## src/rtl/time_set_ctrl.sv

```systemverilog
// Button-driven hh:mm edit controller: mode walks hours -> minutes -> commit, inc/dec step the field.
// Define TIME_SET_AUTO_REPEAT_EN to enable auto-repeat on held inc/dec buttons.
module time_set_ctrl #(
    parameter int REPEAT_DELAY   = 50000000,
    parameter int REPEAT_PERIOD  = 10000000,
    parameter int TIMEOUT_CYCLES = 500000000
) (
    input  logic       clk,
    input  logic       reset,
    input  logic       btn_mode,
    input  logic       btn_inc,
    input  logic       btn_dec,
    input  logic [4:0] cur_hours,
    input  logic [6:0] cur_minutes,
    output logic       set,
    output logic [4:0] set_hours,
    output logic [6:0] set_minutes,
    output logic [1:0] edit_field
);
    localparam int TMO_W = $clog2(TIMEOUT_CYCLES + 1);

    typedef enum logic [1:0] {IDLE, EDIT_HR, EDIT_MIN, COMMIT} state_t;

    generate
        if (TIMEOUT_CYCLES < 1 || REPEAT_DELAY < 1 || REPEAT_PERIOD < 1) begin : g_bad_params
            $error("time_set_ctrl: cycle-count parameters must be at least 1");
        end
    endgenerate

    // Bit 0 = mode, bit 1 = inc, bit 2 = dec.
    logic [2:0]       w_raw;
    logic [2:0]       r_sync1;
    logic [2:0]       r_sync2;
    logic [2:0]       r_prev;
    logic [2:0]       r_lock;
    logic [1:0]       r_fill;
    logic [2:0]       w_press;
    state_t           r_state;
    logic [TMO_W-1:0] r_tmo;
    logic             r_set;
    logic [4:0]       r_hours;
    logic [6:0]       r_minutes;
    logic [1:0]       r_field;
    logic             w_mode;
    logic             w_inc_press;
    logic             w_dec_press;
    logic             w_editing;
    logic             w_up;
    logic             w_down;

    assign w_raw = {btn_dec, btn_inc, btn_mode};

    // r_lock keeps a button that was high across reset from counting until it is seen low.
    always_ff @(posedge clk or posedge reset) begin
        if (reset) begin
            r_sync1 <= '0;
            r_sync2 <= '0;
            r_prev  <= '0;
            r_lock  <= '1;
            r_fill  <= '0;
        end else begin
            r_sync1 <= w_raw;
            r_sync2 <= r_sync1;
            r_prev  <= r_sync2;
            r_fill  <= {r_fill[0], 1'b1};
            r_lock  <= r_lock & ~({3{r_fill[1]}} & ~r_sync2);
        end
    end

    assign w_press     = r_sync2 & ~r_prev & ~r_lock;
    assign w_mode      = w_press[0];
    assign w_inc_press = w_press[1] & ~w_press[2] & ~w_mode;
    assign w_dec_press = w_press[2] & ~w_press[1] & ~w_mode;
    assign w_editing   = (r_state == EDIT_HR) || (r_state == EDIT_MIN);

`ifdef TIME_SET_AUTO_REPEAT_EN
    localparam int REP_W = $clog2(REPEAT_DELAY + REPEAT_PERIOD + 1);

    logic [2:0]       w_level;
    logic             w_hold_inc;
    logic             w_hold_dec;
    logic             w_hold;
    logic             w_rep_step;
    logic [REP_W-1:0] r_rep;
    logic [REP_W-1:0] w_rep_next;

    assign w_level    = r_sync2 & ~r_lock;
    assign w_hold_inc = w_level[1] & ~w_level[2];
    assign w_hold_dec = w_level[2] & ~w_level[1];
    assign w_hold     = w_hold_inc | w_hold_dec;
    assign w_rep_next = r_rep + REP_W'(1);
    assign w_rep_step = w_editing & w_hold & ~w_press[1] & ~w_press[2] &
                        ((w_rep_next == REP_W'(REPEAT_DELAY)) ||
                         (w_rep_next == REP_W'(REPEAT_DELAY + REPEAT_PERIOD)));

    // Counts held cycles since the press; reloads to REPEAT_DELAY after each periodic step.
    always_ff @(posedge clk or posedge reset) begin
        if (reset) begin
            r_rep <= '0;
        end else if (!w_editing || !w_hold || w_press[1] || w_press[2]) begin
            r_rep <= '0;
        end else if (w_rep_next == REP_W'(REPEAT_DELAY + REPEAT_PERIOD)) begin
            r_rep <= REP_W'(REPEAT_DELAY);
        end else begin
            r_rep <= w_rep_next;
        end
    end

    assign w_up   = w_inc_press | (w_rep_step & w_hold_inc & ~w_mode);
    assign w_down = w_dec_press | (w_rep_step & w_hold_dec & ~w_mode);
`else
    assign w_up   = w_inc_press;
    assign w_down = w_dec_press;
`endif

    always_ff @(posedge clk or posedge reset) begin
        if (reset) begin
            r_state   <= IDLE;
            r_tmo     <= '0;
            r_set     <= 1'b0;
            r_hours   <= '0;
            r_minutes <= '0;
            r_field   <= 2'b00;
        end else begin
            r_set <= 1'b0;
            case (r_state)
                IDLE: begin
                    r_tmo <= '0;
                    if (w_mode) begin
                        r_state   <= EDIT_HR;
                        r_field   <= 2'b01;
                        r_hours   <= cur_hours;
                        r_minutes <= cur_minutes;
                    end
                end
                EDIT_HR: begin
                    if (w_mode) begin
                        r_state <= EDIT_MIN;
                        r_field <= 2'b10;
                        r_tmo   <= '0;
                    end else if (w_up || w_down) begin
                        r_tmo <= '0;
                        if (w_up) r_hours <= (r_hours == 5'd23) ? 5'd0 : r_hours + 5'd1;
                        else      r_hours <= (r_hours == 5'd0) ? 5'd23 : r_hours - 5'd1;
                    end else if (r_tmo == TMO_W'(TIMEOUT_CYCLES - 1)) begin
                        r_state <= IDLE;
                        r_field <= 2'b00;
                        r_tmo   <= '0;
                    end else begin
                        r_tmo <= r_tmo + TMO_W'(1);
                    end
                end
                EDIT_MIN: begin
                    if (w_mode) begin
                        r_state <= COMMIT;
                        r_field <= 2'b00;
                        r_set   <= 1'b1;
                        r_tmo   <= '0;
                    end else if (w_up || w_down) begin
                        r_tmo <= '0;
                        if (w_up) r_minutes <= (r_minutes == 7'd59) ? 7'd0 : r_minutes + 7'd1;
                        else      r_minutes <= (r_minutes == 7'd0) ? 7'd59 : r_minutes - 7'd1;
                    end else if (r_tmo == TMO_W'(TIMEOUT_CYCLES - 1)) begin
                        r_state <= IDLE;
                        r_field <= 2'b00;
                        r_tmo   <= '0;
                    end else begin
                        r_tmo <= r_tmo + TMO_W'(1);
                    end
                end
                default: begin
                    r_state <= IDLE;
                    r_field <= 2'b00;
                    r_tmo   <= '0;
                end
            endcase
        end
    end

    assign set         = r_set;
    assign set_hours   = r_hours;
    assign set_minutes = r_minutes;
    assign edit_field  = r_field;
endmodule

```

## config.mk

```make
export PLATFORM = sky130hd
export DESIGN_NAME = time_set_ctrl
export DESIGN_NICKNAME = d
export VERILOG_FILES = /design/src/rtl/time_set_ctrl.sv
export SDC_FILE = /design/constraint.sdc
export NUM_CORES = 1
export LEC_CHECK = 0
export CAP_MARGIN = 30
export CORE_MARGIN = 2
export CORE_UTILIZATION = 57
export CTS_CLUSTER_SIZE = 30
export DETAILED_ROUTE_END_ITERATION = 8
export GPL_TIMING_DRIVEN = 0
export PLACE_DENSITY = 0.83
export SYNTH_ARGS = -nofsm -noshare
export SYNTH_HDL_FRONTEND = slang
export SYNTH_SLANG_ARGS = --single-unit
```

## constraint.sdc

```tcl
create_clock -name clk -period 2.7 [get_ports clk]
set_clock_uncertainty 0.2 [all_clocks]
set_input_delay 0.675 -clock clk [delete_from_list [all_inputs] [get_ports clk]]
set_output_delay 0.675 -clock clk [all_outputs]
set_load 0.05 [all_outputs]
```

### Yosys cells after proc, flatten, opt, wreduce, memory -nomap -nowiden

Cells that the tools add are included.

| word-level totals | value |
|---|---|
| register bits | 60 |
| input bits | 17 |
| output and inout bits | 15 |

| cells by class | value |
|---|---|
| $add $sub $neg | 5 |
| equal/unequal tests | 10 |
| multiplexer cells | 31 |
| bitwise gates (word level) | 15 |
| reductions and logical operators | 9 |

Operators with widths:

| cell | number |
|---|---|
| 29-bit 2-to-1 mux | 4 |
| 7-bit 2-to-1 mux | 6 |
| 5-bit 2-to-1 mux | 6 |
| 29-bit by 1-bit adder with 29-bit output (second input constant) | 1 |
| 29-bit equality test (second input constant) | 1 |
| 2-bit 2-to-1 mux | 9 |
| 7-bit one-hot mux with 2 select lines | 1 |
| 3-bit AND | 4 |
| 3-bit NOT | 4 |
| 2-bit one-hot mux with 3 select lines | 2 |
| 5-bit one-hot mux with 2 select lines | 1 |
| 4-bit AND reduction | 2 |
| 7-bit by 1-bit adder with 7-bit output (second input constant) | 1 |
| 7-bit by 6-bit equality test with 1-bit output (second input constant) | 1 |
| 7-bit zero test | 1 |
| 7-bit by 1-bit subtractor with 7-bit output (second input constant) | 1 |
| 2-bit inequality test (second input constant) | 3 |
| 5-bit by 1-bit adder with 5-bit output (second input constant) | 1 |
| 5-bit equality test (second input constant) | 1 |
| 5-bit zero test | 1 |
| 5-bit by 1-bit subtractor with 5-bit output (second input constant) | 1 |
| 1-bit AND | 4 |
| 2-bit by 1-bit inequality test with 1-bit output (second input constant) | 2 |
| 2-bit nonzero test | 2 |
| other kinds (7) | 10 |

### Depth between registers and ports, before layout

| depth | value |
|---|---|
| depth in word-level cells | 10 |
| depth in mapped cells | 9 |

### Least setup slack after synthesis

OpenSTA, ideal clock, no wires.

| timing | value |
|---|---|
| path type | flip-flop to flip-flop |
| start | register r_state[1] |
| end | register r_minutes[3] (netlist: set_minutes[3]) |
| library setup time | 0.131 ns |
| data arrival time | 1.876 ns |
| data required time | 2.369 ns |
| setup slack | 0.494 ns |
| cell stages (with the launch flop) | 10 |
| buffers on the path | 2 |
| period minus slack after synthesis | 2.206 ns |
| path through | dfrtp_1 -> inv_1 -> ha_1 -> buf_2 -> or4bb_1 -> nor2_1 -> a31oi_1 -> buf_2 -> a21oi_1 -> o32ai_2 |

| on the way | value |
|---|---|
| cells in the longest elaborated chain, start to end | 3 |
| elaborated cells on any way between the ends | 8 |

RTL lines:

| what | RTL line | text |
|---|---|---|
| from (decl) | 38 | `state_t r_state;` |
| from (signal assigned) | 118 | `r_state <= IDLE;` |
| from (signal assigned) | 130 | `r_state <= EDIT_HR;` |
| from (signal assigned) | 138 | `r_state <= EDIT_MIN;` |
| 2-bit equality test / 2-bit zero test (equally long branches) | 126 | `case (r_state)` |
| 2-bit by 1-bit inequality test with 1-bit output (no line) (tied with other cells) | - |  |
| 4-bit AND reduction (no line) | - |  |
| to (signal assigned) | 133 | `r_minutes <= cur_minutes;` |
| to (signal assigned) | 161 | `if (w_up) r_minutes <= (r_minutes == 7'd59) ? 7'd0 : r_minutes + 7'd1;` |
| to (signal assigned) | 162 | `else r_minutes <= (r_minutes == 7'd0) ? 7'd59 : r_minutes - 7'd1;` |
| to (decl) | 42 | `logic [6:0] r_minutes;` |

Parallel ways exist; a longest one is shown, timed or not.
A chain may end at the register's enable or synchronous reset.

### Worst setup path in the final report

| timing | value |
|---|---|
| start | register r_hours[0] (netlist: set_hours[0]) |
| end | output port set_hours[0] |

RTL lines:

| what | RTL line | text |
|---|---|---|
| from (decl) | 41 | `logic [4:0] r_hours;` |
| from (signal assigned) | 132 | `r_hours <= cur_hours;` |
| from (signal assigned) | 143 | `if (w_up) r_hours <= (r_hours == 5'd23) ? 5'd0 : r_hours + 5'd1;` |
| from (signal assigned) | 144 | `else r_hours <= (r_hours == 5'd0) ? 5'd23 : r_hours - 5'd1;` |
| to (decl) | 16 | `output logic [4:0] set_hours,` |

No word-level cell between the ends.

==> load_flow_metrics.sql <==
INSERT INTO impl_metrics (metric_group, metric, value, unit) VALUES
('synth', 'post_synth_instance_area', '3360', 'sq um'),
('power', 'p_sw_share', '42.7', '%'),
('drt', 'drt_wl_total', '7060', 'um'),
('die', 'die_h', '80.7', 'um'),
('worst_setup_path', 'cp-start-kind', 'flop', ''),
('sta', 'slew_headroom', '53.9', '%'),
('layout', 'drive_gt1_share', '9.70', '%'),
('synth', 'yosys.area_share.xor_xnor', '8.57', '%'),
('layout', 'multiInputGateArea', '1700', 'sq um'),
('die', 'die_area', '6520', 'sq um'),
('synth', 'post_synth_fa_ha_maj_area_fraction', '3.35', '%'),
('synth', 'multiplexer_share_of_the_synthesized_area', '0.634', '%'),
('layout', 'areaGrowthSynthToFinish', '18.3', '%'),
('drt', 'wl_per_cell', '14.9', 'um'),
('clocking', 'cts_made_buffers', '9', ''),
('sta', 'final_hold_viol_count', '0', ''),
('power', 'share_of_total_power_in_the_clock_network', '22.4', '%'),
('sta', 'final_max_slew_viol_count', '0', ''),
('worst_setup_path', 'path_cells', 'clkdlybuf4s50_1', ''),
('power', 'p_leak', '1.59', 'nW'),
('sta', 'max_freq', '0.391', 'GHz'),
('worst_setup_path', 'reg2reg_setup_slack', '0.21', 'ns'),
('clocking', 'cts.sinks', '60', ''),
('worst_setup_path', 'worst_path_largest_cell_delay', '0.86', 'ns'),
('synth', 'synth_warnings', '0', ''),
('power', 'share_of_power_burned_in_combinational_logic', '43.8', '%'),
('worst_setup_path', 'crit_buf_inv', '1', ''),
('global_routing', 'first_global_vias', '2659', ''),
('synth', 'yosys_register_bits', '60', ''),
('global_routing', 'global_route.usage.met2', '40.2', '%'),
('synth', 'compound_cell_area_share_of_the_yosys_netlist', '11.7', '%'),
('placement', 'io_buffers', '31', ''),
('worst_setup_path', 'destination_of_the_worst_register_to_register_timing_path', 'set_minutes[2]', ''),
('worst_setup_path', 'crit_fanout', '8', ''),
('layout', 'number_of_filler_instances_in_the_final_layout', '441', ''),
('global_routing', 'globalRoute.totalOverflow', '0', ''),
('worst_setup_path', 'worst-endpoint-required', '1.82', 'ns'),
('worst_setup_path', 'timing.reg2reg.worst_path_depth', '9', ''),
('worst_setup_path', 'critPathKind', 'flop to output port', ''),
('worst_setup_path', 'worstSetupEndpointType', 'output port', ''),
('worst_setup_path', 'cp_data_arrival_time', '1.68', 'ns'),
('global_routing', 'largest_net_degree_at_the_start_of_global_routing', '45', ''),
('synth', 'synth_fp_nets', '380', ''),
('sta', 'tightestPinTransition', '0.689', 'ns'),
('global_routing', 'grt_first_pass_wirelength', '12200', 'um'),
('power', 'internal_power', '2.01', 'mW'),
('global_routing', 'grt.met1_usage', '30.7', '%'),
('synth', 'synth_async_sr_flop_share', '100', '%'),
('global_routing', 'top_usage_layer', 'met2', ''),
('layout', 'finish.instance_area', '3970', 'sq um'),
('drt', 'detail_route.first_pass.iterations', '5', ''),
('placement', 'hpwlAfterDp', '4920', 'um'),
('min_path', 'whs_path_depth', '0', ''),
('synth', 'ys_seq_area_share', '44.8', '%'),
('layout', 'final_util', '70.8', '%'),
('clocking', 'clock_tree.buffer_depth', '2', ''),
('synth', 'ys_dominant_reg_cell', 'dfrtp_1', ''),
('synth', 'syn-instance-count', '354', ''),
('worst_setup_path', 'path_delay_family', 'buffers and inverters', ''),
('outcome', 'run_status', 'finished clean', ''),
('power', 'pwr-share-seq', '33.8', '%'),
('placement', 'place_area', '3780', 'sq um'),
('clocking', 'cts_tree', 'built', ''),
('die', 'floorplan.core_area', '5610', 'sq um'),
('clocking', 'clk_root_buffer_cell', 'clkbuf_8', ''),
('sta', 'timing.final.crit_share', '94.6', '%'),
('power', 'totalPowerFinal', '3.52', 'mW'),
('worst_setup_path', 'critical_path.reg2reg.startpoint', 'r_state[1]', ''),
('min_path', 'hold_crit_endpoint', 'r_fill[1]', ''),
('global_routing', 'gr-usage-met3', '7.22', '%'),
('die', 'num_io_pins', '32', '');
-- cell type report --
cell class,instances,area share (%)
Timing Repair Buffer,32,8.31
Inverter,19,1.80
Multi-Input combinational cell,258,42.9
Tap cell,72,2.27
Clock inverter,6,1.64
Clock buffer,10,3.21
Sequential cell,60,37.9
Buffer,17,2.02
-- cell usage in the layout (no fill, tap or decap), types with 9 or more instances in the layout --
master,netlist,layout
and3_1,12,12
ha_1,9,9
nor3_1,16,16
dfrtp_1,57,57
xnor2_1,27,27
nor2_1,47,47
clkbuf_8,0,9
inv_1,19,18
clkdlybuf4s50_1,0,31
a21oi_1,11,11
clkbuf_1,9,10
nand2_1,23,23
nand3_1,15,15
-- registers in the layout, summed over array words and instances (netlist names) --
name	flops
r_lock	3
set	1
r_fill	2
set_minutes	7
set_hours	5
edit_field	2
r_sync1	3
r_prev	3
r_sync2	3
r_state	2
r_tmo	29
-- through the flow --
stage               setup WS, ns  TNS (ns)  std cells
floorplan                  0.345         0        354
detailed placement         0.210         0        458
global route              0.0138         0        474
global placement          -0.606    -34.63        457
CTS                        0.136         0        474
finish                     0.145         0        474
-- logic make-up (layout without fill, tap and decap cells) --
family / count (synthesis) / after routing
and+or+nand+nor: 159 / 159
DFF: 60 / 60
AOI/OAI and AO/OA: 55 / 55
buffers and inverters: 36 / 84
xor gates and xnor gates: 32 / 32
adders and majority gates: 9 / 9
muxes: 2 / 2
other: 1 / 1
-- power groups by stage --
stage,Sequential [mW],Combinational (mW),Clock (mW)
floorplan,1.52,0.755,0
global placement,1.19,1.48,0
detailed placement,1.20,1.52,0
CTS,1.18,1.53,0.809
global route,1.20,1.68,0.849
finish,1.19,1.54,0.788
-- synth_stat cells (all sizes together), types with 4 or more instances --
cell type,n,area (sq um)
o21ai,8,40.0
a31oi,4,25.0
and3,12,75.1
nand3,16,85.1
dfrtp,57,1430
ha,9,113
a21oi,11,55.1
xor2,4,35.0
nor3,17,96.4
o31ai,4,30.0
nor4,9,71.3
inv,19,71.3
nor2,47,176
clkbuf,9,33.8
nor3b,5,58.8
xnor2,28,253
nand2,23,86.3
buf,8,43.8
nand4,9,62.6
-- layer usage --
layer  vias to the layer above  wire [um]
met1                      1335       3080
met3                        11        419
met4                         0         90
met2                        91       3470
li1                       1346          -
met5                         -          0
-- repair_timing --
item                                   CTS  global route
resized for setup                        0             2
setup endpoints to repair                0             1
endpoints found under the hold margin    0             0
-- worst max path at each step --
stage / from / to / slack, ns / cells after the start
2_1_floorplan: reset / edit_field[0] / 0.35 / 1
3_3_place_gp: reset / set_minutes[2] / -0.61 / 2
3_5_place_dp: r_state[1] / set_minutes[3] / 0.21 / 9
4_1_cts: set_hours[0] / set_hours[0] / 0.14 / 1
5_1_grt: r_state[0] / set_minutes[2] / 0.01 / 9
6_report: set_hours[0] / set_hours[0] / 0.14 / 1
No activity file was read; power rests on OpenSTA's default activity.
